===== src/rtl/gray_seq_ctrl.sv =====
// gray_seq_ctrl: run-length controlled up/down counter presented as a registered Gray code
module gray_seq_ctrl #(
  parameter int WIDTH = 4
) (
  input  logic             clk,
  input  logic             reset,
  input  logic             start,
  input  logic             dir,
  input  logic [WIDTH-1:0] len,
  input  logic             abort,
  input  logic             clr,
  output logic [WIDTH-1:0] gray_count,
  output logic             busy,
  output logic             done,
  output logic             wrap
);
  typedef enum logic [1:0] {IDLE, RUN, DONE} state_t;
  state_t state, state_n;
  logic [WIDTH-1:0] bin, bin_n, rem, rem_n;
  logic rdir, rdir_n, step;
  always_comb begin
    state_n = state;
    bin_n = bin;
    rem_n = rem;
    rdir_n = rdir;
    step = 1'b0;
    case (state)
      IDLE: begin
        if (start && !abort) begin
          state_n = (len == '0) ? DONE : RUN;
          rem_n = len;
          rdir_n = dir;
        end else if (!start && clr) begin
          bin_n = '0;
        end
      end
      RUN: begin
        if (abort) begin
          state_n = IDLE;
        end else begin
          step = 1'b1;
          bin_n = rdir ? bin - WIDTH'(1) : bin + WIDTH'(1);
          rem_n = rem - WIDTH'(1);
          state_n = (rem == WIDTH'(1)) ? DONE : RUN;
        end
      end
      default: state_n = IDLE;
    endcase
  end
  // gray_count is registered from bin_n so it always matches the bin register
  always_ff @(posedge clk) begin
    if (reset) begin
      state <= IDLE;
      bin <= '0;
      rem <= '0;
      rdir <= 1'b0;
      gray_count <= '0;
      wrap <= 1'b0;
    end else begin
      state <= state_n;
      bin <= bin_n;
      rem <= rem_n;
      rdir <= rdir_n;
      gray_count <= bin_n ^ (bin_n >> 1);
      wrap <= step && (rdir ? (bin == '0) : (&bin));
    end
  end
  assign busy = (state == RUN);
  assign done = (state == DONE);
endmodule


===== config.mk =====
export PLATFORM = sky130hd
export DESIGN_NAME = gray_seq_ctrl
export DESIGN_NICKNAME = d
export VERILOG_FILES = /design/src/rtl/gray_seq_ctrl.sv
export SDC_FILE = /design/constraint.sdc
export NUM_CORES = 1
export LEC_CHECK = 0
export CORE_UTILIZATION = 55
export CTS_BUF_LIST = sky130_fd_sc_hd__clkbuf_4
export DETAILED_ROUTE_END_ITERATION = 8
export PLACE_DENSITY = 0.84
export SLEW_MARGIN = 10
export SYNTH_ARGS = -nofsm -noshare
export SYNTH_HDL_FRONTEND = slang
export SYNTH_SLANG_ARGS = --single-unit

===== constraint.sdc =====
create_clock -name clk -period 2.9 [get_ports clk]
set_input_delay 0.58 -clock clk [delete_from_list [all_inputs] [get_ports clk]]
set_output_delay 0.58 -clock clk [all_outputs]
set_load 0.05 [all_outputs]

# After elaboration in Yosys (flattened, before gate mapping)
# Index checks and enable logic that the tools add are counted.
[classes] order_cmp=0 mul=0 n_shift=0 n_mux=16 n_addsub=3 n_reduce_logical=12 n_div=0 bitwise_logic=1 n_eq_ne=5
[op_table] cell="4-bit 2-to-1 mux" n=6
[op_table] cell="4-bit case mux with 2 select lines" n=2
[op_table] cell="4-bit zero test" n=2
[op_table] cell="2-bit 2-to-1 mux" n=4
[op_table] cell="4-bit by 1-bit subtractor with 4-bit output, second input constant" n=2
[op_table] cell="4-bit by 1-bit adder with 4-bit output, second input constant" n=1
[op_table] cell="4-bit by 1-bit equality test with 1-bit output, second input constant" n=1
[op_table] cell="2-bit inequality test, second input constant" n=2
[op_table] cell="2-bit case mux with 2 select lines" n=1
[op_table] cell="4-bit AND reduction" n=1
[op_table] cell="4-bit by 3-bit XOR with 4-bit output" n=1
[op_table] cell="1-bit logical AND" n=3
[op_table] cell="1-bit 2-to-1 mux" n=3
[op_table] cell="3-bit AND reduction" n=1
[op_table] cell="2-bit by 1-bit equality test with 1-bit output, second input constant" n=1
[op_table] cell="2-bit equality test, second input constant" n=1
[op_table] cell="1-bit zero test" n=2
[op_table] cell="2-bit zero test" n=1
[op_table] cell="2-bit AND reduction" n=1
[op_table] cell="2-bit nonzero test" n=1
[word_totals] in_bits=10 ramBits=0 n_memories=0 register_bits=16 word_cells=43 latchBits=0 rom_bits=0 out_inout_bits=7

# Depth between registers and ports, before layout
# Gate-level depths: netlist of run 1.
[depth] ltp_word=6 ltp_mapped=7 ltp_nobuf=6

# Worst setup path before layout of run 1
# No wires, ideal clock.
[synth_path] kind="reg2reg" startpoint="register rdir" endpoint="register gray_count[2]" setup_slack_ns=1.041 stages_incl_launch_ff=7 arrival_time_ns=1.738 required_time_ns=2.779 n_path_buf=0 setup_ns=0.121 period_less_slack_ns=1.859 cell_sequence="dfxtp_1 > ha_1 > a21oi_1 > a2111oi_0 > nor2_1 > mux2i_1 > mux2_2"
[synth_via] elab_chain_cells=4
[synth_rtl] item="start: declaration" line_no="20" text="logic rdir, rdir_n, step;"
[synth_rtl] item="start signal: assignment" line_no="63" text="rdir <= rdir_n;"
[synth_rtl] item="4-bit 2-to-1 mux" line_no="42" text="bin_n = rdir ? bin - WIDTH'(1) : bin + WIDTH'(1);"
[synth_rtl] item="4-bit 2-to-1 mux" line_no="38" text="if (abort) begin"
[synth_rtl] item="4-bit case mux with 2 select lines" line_no="27" text="case (state)"
[synth_rtl] item="4-bit by 3-bit XOR with 4-bit output" line_no="64" text="gray_count <= bin_n ^ (bin_n >> 1);"
[synth_rtl] item="end signal: assignment" line_no="64"
[synth_rtl] item="end: declaration" line_no="12" text="output logic [WIDTH-1:0] gray_count,"
# Every way passes these cells.
# A chain may end at the register's enable or synchronous reset.

# Final worst setup path of run 1
[layout_path] startpoint="register state[1]" endpoint="output done"
[layout_via] elab_chain_cells=1
[layout_rtl] item="start: declaration" line_no="18" text="state_t state, state_n;"
[layout_rtl] item="start signal: assignment" line_no="60" text="state <= state_n;"
[layout_rtl] item="2-bit equality test" line_no="69" text="assign done = (state == DONE);"
[layout_rtl] item="end: declaration" line_no="14" text="output logic done,"
# Every way passes these cells.

==> impl_summary.md, run 1 <==
Outcome
The flow ran to the end, and the final reports show no timing, DRC or antenna violations.

Logic synthesis
The count of different cell masters after synthesis is 33. Of all flip-flops after synthesis, the portion carrying an async set or reset was 0%. The biggest area contributor in the post-synthesis netlist is sky130_fd_sc_hd__dfxtp_1.

Yosys attributes the largest share of cell area to sky130_fd_sc_hd__dfxtp_1 (34%), sky130_fd_sc_hd__nor2_1 (9.0%), sky130_fd_sc_hd__ha_1 (5.7%), sky130_fd_sc_hd__mux2i_1 (5.7%), sky130_fd_sc_hd__a21oi_1 (2.9%). The area share of the largest cell type after synthesis is 34.3%. The number of nets handed over by synthesis was 116. After synthesis, the mean cell area works out to 8.67 µm². The prevailing post-synth register cell is sky130_fd_sc_hd__dfxtp_1. The post-synth design cell area is 876 µm². In this run, synthesis inferred 0 flip-flops with an integrated enable.

The number of warnings printed during yosys synthesis is 0. Synthesis inferred 15 register bits. The fraction of the yosys area taken by sequential cells is between 30 and 40%.

The cell count after synthesis is 101.

Clock tree
The H-tree depth is 1. The number of buffers created by CTS is 3. The CTS clock-pin slew for the worst setup and hold paths is around 0.09 ns. The number of sinks handled by clock tree synthesis is 15. Buffers inserted to repair hold after CTS numbered 0. Post-CTS timing repair inserted 0 buffers for setup. TritonCTS built the clock tree.

Clock latency on the worst-skew pair, taken at its later pin, is 0.30 ns. Counting along the longest clock path gives a buffer depth of 2. In this run the clock root is driven by a sky130_fd_sc_hd__clkbuf_4. After clock tree synthesis, the repair step resized 0 gates.

Cells and area
The number of diodes is 0. The number of fillers in the final layout is 124. The finished cells cover 1060 µm². The area growth from synthesis to layout is 20.6%. The number of nets at the end of the flow is 133.

The post-route netlist has under 10% of its cells at a drive strength greater than 1. The final core area utilization is 70.9%.

Critical path
The arrival time of the worst setup path is about 1.9 ns. Of all nets on the critical path, the largest fanout is 9. The sort of element at the end of the critical path is an output port. On the critical path, the stage with the largest delay is an instance of sky130_fd_sc_hd__clkdlybuf4s50_1.

The critical path's largest stage delay is approximately 0.8 ns. The critical path startpoint category is a flip-flop. The signal on the critical path passes through nor2b_1, clkdlybuf4s50_1. The required arrival time at the worst endpoint is 2.32 ns. By startpoint and endpoint, the worst setup path is classified as flip-flop to output port. The length in cells of the worst reg-to-reg path is 6.

Hold path
Counting instances, the worst hold path has a depth of 2. The path class of the lowest-slack min-delay path is flip-flop to flip-flop.

Route
Before antenna repair, the detailed router went through 4 iterations. In the routed design, unresolved DRC markers number 0. The average wire per cell in the routed design is 13.5 µm. The per-cell via count in the routed design is slightly below 6. The routed via count is 771. The remaining number of nets flagged by the antenna check after routing is 0. The total length of routed wires is 1790 µm. The detailed router finished its first iteration with 13 violations.

STA
Across the routed clock network, the largest skew measured is 0.00272 ns. Setup repair after global routing left no endpoint under its margin. Hold is met by 0.526 ns. Derived from the worst setup path, the maximum achievable clock frequency is 410 MHz. The final number of hold-violating endpoints is 0.

The worst slew margin relative to its limit is 60.8%. The number of slew-limit violations in the final report is 0. The measured slew at the worst slew-check pin is 0.586 ns. In the finished design, the share of the clock period the worst path needs comes to 84.2%.

The worst path in the final design needs a cycle of 2.44 ns, including I/O delays and setup. Setup violations remaining at the end of the flow were counted as 0. The total negative setup slack is 0 ns.

Global routing
The global-route total usage across every layer is 23.9%. The first-pass GRT wire length is around 3100 µm. The number of global-route vias before repair is 710. Global routing finished with a remaining overflow of 0. The initial antenna violation count is 0. Entering global routing, the biggest net connects 15 pins.

Floorplan
The placeable core area is between 1000 and 1500 µm². The count of boundary I/O pins is 17. The die extent in y is about 42 µm. For this configuration, the core starts out at a cell density of 58.8%. The overall die area is 1760 µm². The placement row count is 14. The horizontal die dimension is 41.9 µm.

Pwr
For this design the static power due to leakage is 0.412 nW. The power density over the cells is 425 nW/µm². The worst-case IR drop observed on VDD is 0.269 mV.

Placed design
Input and output buffers added on the ports amount to 16. The estimated wirelength of the detail-placed design is 1290 µm. The post-detailed-placement cell area is 1030 µm².

Routability-driven placement finished with a final weighted congestion of 0.856.

Run
Across the run, the number of max-cap violations was 0.
-- placed cells by master, fill, tap and decap left out, drive strengths merged, types with 3 or more instances in the layout --
master	count
a21oi	5
clkbuf	4
clkdlybuf4s50	16
dfxtp	15
ha	4
inv	3
mux2i	5
nand2	5
nand2b	3
nor2	21
nor2b	4
nor3	4
o21ai	5
-- worst paths after layout --
kind / startpoint / endpoint / slack, ns
worst max register to register: rdir / gray_count[2] / 0.79
worst min register to register: rem[2] / rem[2] / 0.53
worst min-delay path: rem[2] / rem[2] / 0.53
worst max-delay path: state[1] / done / 0.46
-- power by group --
part           internal [W]  switching (W)
combinational     0.0000403      0.0000471
sequential         0.000214      0.0000109
clock             0.0000631      0.0000731
total              0.000318       0.000131
-- logic make-up after synthesis --
family	Yosys count	synth area share [%]
flip-flops	15	34.3
adder cells (fa/ha/maj)	5	8.00
multiplexers	6	7.00
AND/OR/NAND/NOR	46	29.3
XOR/XNOR	3	3.00
buffers and inverters	8	5.57
AO/OA/AOI/OAI	18	12.9
-- state kept, by name (all words and copies together) (netlist names) --
name and flops:
bin 3, gray_count 4, rdir 1, rem 4
state 2, wrap 1
-- synth_stat cells, types with 2 or more instances --
| cell type | count |
|---|---|
| sky130_fd_sc_hd__nor3_1 | 4 |
| sky130_fd_sc_hd__nor2b_1 | 3 |
| sky130_fd_sc_hd__ha_1 | 4 |
| sky130_fd_sc_hd__clkbuf_1 | 2 |
| sky130_fd_sc_hd__mux2i_1 | 5 |
| sky130_fd_sc_hd__a211oi_1 | 2 |
| sky130_fd_sc_hd__buf_6 | 2 |
| sky130_fd_sc_hd__a21oi_1 | 5 |
| sky130_fd_sc_hd__nor2_1 | 21 |
| sky130_fd_sc_hd__xor2_1 | 2 |
| sky130_fd_sc_hd__dfxtp_1 | 15 |
| sky130_fd_sc_hd__inv_1 | 3 |
| sky130_fd_sc_hd__nand2b_1 | 3 |
| sky130_fd_sc_hd__nand2_1 | 5 |
| sky130_fd_sc_hd__nand3_1 | 2 |
| sky130_fd_sc_hd__nor4_1 | 2 |
| sky130_fd_sc_hd__o21ai_0 | 5 |
-- per-layer routing --
metal / vias to the layer above / part of all wire, % / global-route usage (%) / routed length, µm
met2: 30 / 45 / 35.9 / 802
met3: 7 / 6.0 / 5.65 / 107
met5: - / 0 / 0 / 0
li1: 382 / - / - / -
met4: 0 / 3.0 / 14.2 / 53
met1: 352 / 46 / 31.0 / 830
-- final cells by class --
type | instances | area [µm²] | area share, %
clock buffers | 4 | 30.0 | 2.84
inverters | 3 | 11.3 | 1.07
multi-input cells | 78 | 527 | 49.9
flip-flops and latches | 15 | 300 | 28.4
well taps | 16 | 20.0 | 1.90
repair buffers | 17 | 168 | 15.9
-- per-stage QoR --
step / std cells / setup WS (ns) / total power [W]
after floorplan: 101 / 1.04 / 0.000285
after global placement: 129 / 0.525 / 0.000313
after detailed placement: 129 / 0.513 / 0.000316
after CTS: 133 / 0.468 / 0.000448
after global routing: 133 / 0.378 / 0.000468
final: 133 / 0.458 / 0.000449
-- worst max-delay path, delay by kind of cell (launching register included) --
kind	cells	cell delay [ns]
buffers and inverters	1	0.81
flip-flops	1	0.58
AND/OR/NAND/NOR	1	0.18
(Power assumes the default switching activity.)
==> inputs of run 2 (changes only) <==
Settings changed: CORE_ASPECT_RATIO set to 0.75, CORE_UTILIZATION 55 to 47, PLACE_DENSITY 0.84 to 0.76.
Clock period 2.9 ns to 2.2 ns, I/O delays scaled along.
==> run 2 against run 1 <==
Against the previous run:
- count of clock-buffer cells in the layout did not move
- critical path depth rose by 4
- register-to-register slack got worse by 0.53 ns
- critical path type is now flip-flop to flip-flop
- combinational power rose by 43%
- sequential share of layout area fell by 1.5 points
- setup slack got worse by 0.20 ns
- highest routed layer unchanged
- die area rose by 16%
- largest power group unchanged
==> impl_summary.md, run 2 (synthesis gave the netlist of run 1 again) <==
Cells and area
The number of fillers in the final layout is roughly 150. The relative area change from synthesis to final layout is 27.4%. The largest registers in the layout are gray_count x4, rem x4, bin x3. Once layout is complete, the utilization of the core stands at 64.1%. After routing the design area is 1120 µm². The post-route netlist has 13.8% of its cells at a drive strength greater than 1. In the layout the commonest cells are sky130_fd_sc_hd__nor2_1 (21), sky130_fd_sc_hd__dfxtp_1 (15), sky130_fd_sc_hd__clkdlybuf4s50_1 (14). The number of nets at the end of the flow is ~140. 0 antenna diodes ended up in the layout. Leaving out fill and tap cells, the most frequent cell in the layout is sky130_fd_sc_hd__nor2_1.

Placed design
The final weighted congestion of routability-driven global placement is 0.768. After detailed placement, the total cell area comes to 1090 µm². During placement, the flow inserted port buffers numbering 16. Detailed placement ended at an HPWL of 1400 µm.

Route
The pre-antenna-repair detailed-routing pass consisted of 4 iterations. Using the TritonRoute via totals, the vias-per-cell ratio works out to around 5.3. The remaining number of nets flagged by the antenna check after routing is 0.

The starting DRC count in detailed routing is 13. Dividing the detail-routed wire length by the instance count gives 11.9 µm. The routed via count is 765.

The number of remaining DRC errors is 0. The total length of routed wires is 1720 µm.

Floorplan
The floorplan step defined a core boundary enclosing roughly 1700 µm². In this run the count of I/O pins placed on the die edge is 17. For this configuration, the core starts out at a cell density of 50.3%.

The die is 39.4 µm tall. In this run the core area contains 13 standard-cell rows. The floorplan step defined a die boundary enclosing a little over 2000 µm². Measured along the x axis, the die boundary spans 51.8 µm.

Critical path
The launch point of the worst path is rdir. The sort of element at the end of the critical path is a flip-flop. Along the worst path, the maximum fanout reaches 4.

For the worst flop-to-flop path, the logic depth is 6. The endpoint of the most critical register-to-register path is gray_count[2]. The critical path start-end classification is flip-flop to flip-flop.

The launch point of the worst reg-to-reg path is rdir. The register-to-register path setup slack is between 0.2 and 0.3 ns. In this run the worst setup path terminates at gray_count[2]. The required arrival time at the worst endpoint is 2.37 ns.

The critical path startpoint category is a flip-flop. Data on the critical path arrives at its endpoint at about 2.1 ns.

STA
The post-route worst hold slack is 0.537 ns. The worst pin sits at a relative slew slack of 66.2%. Across the routed clock network, the largest skew measured is 0.00265 ns. Timing would allow up to 516 MHz.

Setup repair after global routing left no endpoint under its margin. The number of slew-limit violations in the final report is 0. Of the available clock period, the critical path in the final layout requires 88.1%. Setup violations remaining at the end of the flow were counted as 0. The final number of hold-violating endpoints is 0. For the pin with the worst max-slew slack, the measured transition is 0.501 ns. Counting I/O delays and the setup requirement, the final critical path takes between 1.5 and 2 ns. Adding up every negative setup slack in the final design gives 0 ns.

Hold path
The cell depth of the worst hold path is 2. The worst hold path belongs to the class flip-flop to flip-flop.

Pwr
The maximum vdd ir drop is roughly 0.45 mV. The clock share of power is 28.0%. The power density over the cells is between 500 and 600 nW/µm². The internal portion of the total power is 0.000426 W.

Summed over all cells, the static leakage comes to 0.450 nW. The register share of total power is 50.5%. Summed over all nets, the switching power comes to 0.000159 W. The design draws 0.000585 W.

The part of the power in combinational logic is 21.4%. In this run switching power makes up between 20% and 30% of total power.

Clock tree
The clock tree from TritonCTS is built. The number of buffers added to fix hold violations after cts is 0. Once the clock tree was built, the setup fixing pass inserted 0 buffers. The cell chosen for the clock root is sky130_fd_sc_hd__clkbuf_4. The CTS clock-pin slew for the worst setup and hold paths is 0.08 ns.

For this design, the sink count on the clock tree is 15. The longest clock path from root to sink contains 2 buffers. The post-cts gate resize count is 0.

Clock latency on the worst-skew pair, taken at its later pin, is 0.27 ns. The H-tree depth is 1. Buffers inserted during clock tree synthesis total 3.

Global routing
The number of global-route vias before repair is 643. The first-pass GRT wire length is 2880 µm. The remaining global-route overflow is 0. In the global route stage, overall resource usage came out at roughly a fifth. The largest net degree at the start of global routing is 13.

The initial antenna violation count was 0.

Run
Max-cap violations in this run came to 0.

Outcome
The flow ran to the end, and the final reports show no timing, DRC or antenna violations.
-- run 2: changes by cell type in the layout (fill, tap and decap cells not counted) --
cell / before / now
sky130_fd_sc_hd__buf_4: 1 / 8
sky130_fd_sc_hd__clkdlybuf4s50_1: 16 / 14
sky130_fd_sc_hd__buf_12: 0 / 1
-- run 2: per-layer routing --
layer / wire length, µm / track usage, % / part of all wire, % / vias to the layer above
li1: - / - / - / 399
met1: 882 / 26.9 / 51 / 344
met4: 13 / 4.05 / 0.75 / 0
met5: 0 / 0 / 0 / -
met3: 85 / 8.14 / 4.9 / 2
met2: 742 / 31.4 / 43 / 20
-- run 2: area by class of cell --
| class | count | area, µm² | area share, % |
|---|---|---|---|
| clock buffer | 4 | 30.0 | 2.69 |
| inverter | 3 | 11.3 | 1.01 |
| multi-input combinational | 78 | 527 | 47.2 |
| sequential | 15 | 300 | 26.9 |
| tap | 22 | 27.5 | 2.47 |
| timing repair buffer | 23 | 220 | 19.7 |
-- run 2: worst min-delay path by stage --
stage / start / end / slack (ns)
2_1_floorplan: rem[2] / rem[2] / 0.48
3_3_place_gp: rem[2] / rem[2] / 0.51
3_5_place_dp: rem[2] / rem[2] / 0.52
4_1_cts: rem[2] / rem[2] / 0.53
5_1_grt: rem[2] / rem[2] / 0.55
6_report: rem[3] / rem[3] / 0.54
-- run 2: worst max-delay path: stages, from the launching register on --
cell	delay (ns)
sky130_fd_sc_hd__dfxtp_1	0.36
sky130_fd_sc_hd__ha_1	0.34
sky130_fd_sc_hd__a21oi_1	0.09
sky130_fd_sc_hd__a2111oi_0	0.39
sky130_fd_sc_hd__nor2_1	0.11
sky130_fd_sc_hd__mux2i_1	0.20
sky130_fd_sc_hd__mux2_2	0.35
-- run 2: power by group through the flow --
stage | clock, W | combinational, W | sequential [W]
after floorplan | 0 | 0.0000738 | 0.000302
after global placement | 0 | 0.000122 | 0.000301
after detailed placement | 0 | 0.000125 | 0.000302
after CTS | 0.000172 | 0.000125 | 0.000296
after global routing | 0.000184 | 0.000139 | 0.000298
final | 0.000164 | 0.000125 | 0.000296
-- run 2: through the flow --
stage,std cells,worst slack (ns)
floorplan,101,0.341
global placement,141,0.118
detailed placement,141,0.0817
CTS,145,0.245
global route,145,0.112
finish,145,0.262
==> RTL edit (config.mk and constraints of run 2) <==
Set the parameter `WIDTH` to 6 (it was 4).
--- a/src/rtl/gray_seq_ctrl.sv
+++ b/src/rtl/gray_seq_ctrl.sv
@@ -1,6 +1,6 @@
 // gray_seq_ctrl: run-length controlled up/down counter presented as a registered Gray code
 module gray_seq_ctrl #(
-  parameter int WIDTH = 4
+  parameter int WIDTH = 6
 ) (
   input  logic             clk,
   input  logic             reset,
Ports: changed (resized gray_count and len); port bits go from 17 to 21. The function was not compared with the original's and may differ.
==> RTL edit against run 2 <==
- first-iteration DRC count grew to 3.2 times the old value
- critical endpoint is now gray_count[4]$_SDFF_PP0_
- non-clock buffer count increased by 1
- clock power rose by 13%
- sequential cell count up 6
- final area is 36% higher
- setup slack lost 170 ps
- routed wire length up 59%
- synthesized cell count grew 50%
- sequential share of layout area increased by 0.96 points
- synthesized area rose by 41%
- die area grew 39%
- final cell count grew 43%
- power grew 33%
==> RTL edit: results (changes against run 2) <==
The run finished with clean final reports. The run gives 42 (was 13) as the number of DRC violations after detailed-routing iteration 0. The number of global-route vias before repair came out at 1,100 (was 643). For the fraction of the yosys area taken by sequential cells, the log shows 0.341 (was 0.343). Cells taking the most area after synthesis: sky130_fd_sc_hd__dfxtp_1, sky130_fd_sc_hd__nor2_1, sky130_fd_sc_hd__ha_1, sky130_fd_sc_hd__xnor2_1, sky130_fd_sc_hd__o21ai_0 (was sky130_fd_sc_hd__dfxtp_1, sky130_fd_sc_hd__nor2_1, sky130_fd_sc_hd__ha_1, sky130_fd_sc_hd__mux2i_1, sky130_fd_sc_hd__a21oi_1).

The per-instance average area after synthesis came out at 8.10 µm² (was 8.67 µm²). Largest registers ranked by flip-flop count: gray_count x6, rem x6, bin x5 (was gray_count x4, rem x4, bin x3). The hold-critical path endpoint is rem[5]$_SDFFE_PP0P_ (was rem[3]$_SDFFE_PP0P_).

The unique cell type count in the Yosys netlist is 40 (was 33), and the post-synth net total is 171 (was 116). The tools report the met2 demand-to-capacity share in global routing as 0.359 (was 0.314). The run gives 4730 µm (was 2880 µm) as the global-route wire length before repair. The final weighted congestion in routability-driven placement came out at 0.834 (was 0.768). Total track usage: 0.224 (was 0.205). The largest net degree at the start of global routing is 16 (was 13).

The clock latency on the worst-skew pair is 300 ps (was 270 ps), and the total of fill cells in the finished design is 221 (was 154). For the length of routed met3 wiring, the log shows 143 µm (was 85 µm). The tools report the met3 global-route usage as 0.0506 (was 0.0814). The clock transition at the registers of the reported paths is 110 ps (was 80 ps), and the share of layout cells above drive strength 1 is 0.109 (was 0.138). The layout net count came out at 194 (was 139). The global-route met1 utilization is 0.315 (was 0.269), and the post-placement cell count is 204 (was 141). The critical-path cell with the highest stage delay is sky130_fd_sc_hd__dfxtp_1 (was sky130_fd_sc_hd__a2111oi_0).

The run gives 1200 µm (was 742 µm) as the wire length on met2. The count of input and output buffers came out at 20 (was 16). The start point of the worst hold path was rem[5]$_SDFFE_PP0P_ (was rem[3]$_SDFFE_PP0P_). The leakage power figure is 0.599 nW (was 0.450 nW).
==> RTL edit: cell count changes in the layout (fill, tap and decap cells not counted), moves of 4 or more <==
cell                              change
sky130_fd_sc_hd__nor2b_1              +4
sky130_fd_sc_hd__clkdlybuf4s50_1      +4
sky130_fd_sc_hd__nand2_1              +5
sky130_fd_sc_hd__o21ai_0              +5
sky130_fd_sc_hd__dfxtp_1              +4
sky130_fd_sc_hd__xnor2_1              +5
sky130_fd_sc_hd__buf_4                -4
sky130_fd_sc_hd__inv_1                +5
==> RTL edit: power groups by stage <==
stage | Sequential, mW | Combinational [mW] | Clock (mW)
floorplan | 0.427 | 0.107 | 0
global placement | 0.423 | 0.169 | 0
detailed placement | 0.424 | 0.175 | 0
CTS | 0.415 | 0.176 | 0.192
global route | 0.419 | 0.195 | 0.213
finish | 0.416 | 0.176 | 0.185
==> RTL edit: per-stage QoR <==
step / area (µm²) / hold WS (ps) / setup slack, ps / util / power, mW
final: 1520 / 515 / 89.3 / 0.637 / 0.777
after global routing: 1520 / 543 / 11.6 / 0.637 / 0.827
after CTS: 1510 / 518 / 12.1 / 0.635 / 0.783
after detailed placement: 1490 / 500 / 23.2 / 0.623 / 0.599
after global placement: 1490 / 478 / 89.6 / 0.623 / 0.592
after floorplan: 1230 / 460 / 159 / - / 0.534
==> RTL edit: cell type report <==
cell class              instances  share of cell area
multi-input cells             116               0.493
clock buffers                   3              0.0148
flip-flops and latches         21               0.279
well taps                      34              0.0280
repair buffers                 24               0.160
clock inverters                 1             0.00330
inverters                       9              0.0223
==> RTL edit: cell families after synthesis <==
kind of cell	synth area share
muxes	0.0346
DFF	0.341
adders and majority gates	0.0772
and+or+nand+nor	0.258
AOI/OAI and AO/OA	0.195
xor gates and xnor gates	0.0427
buffers and inverters	0.0508
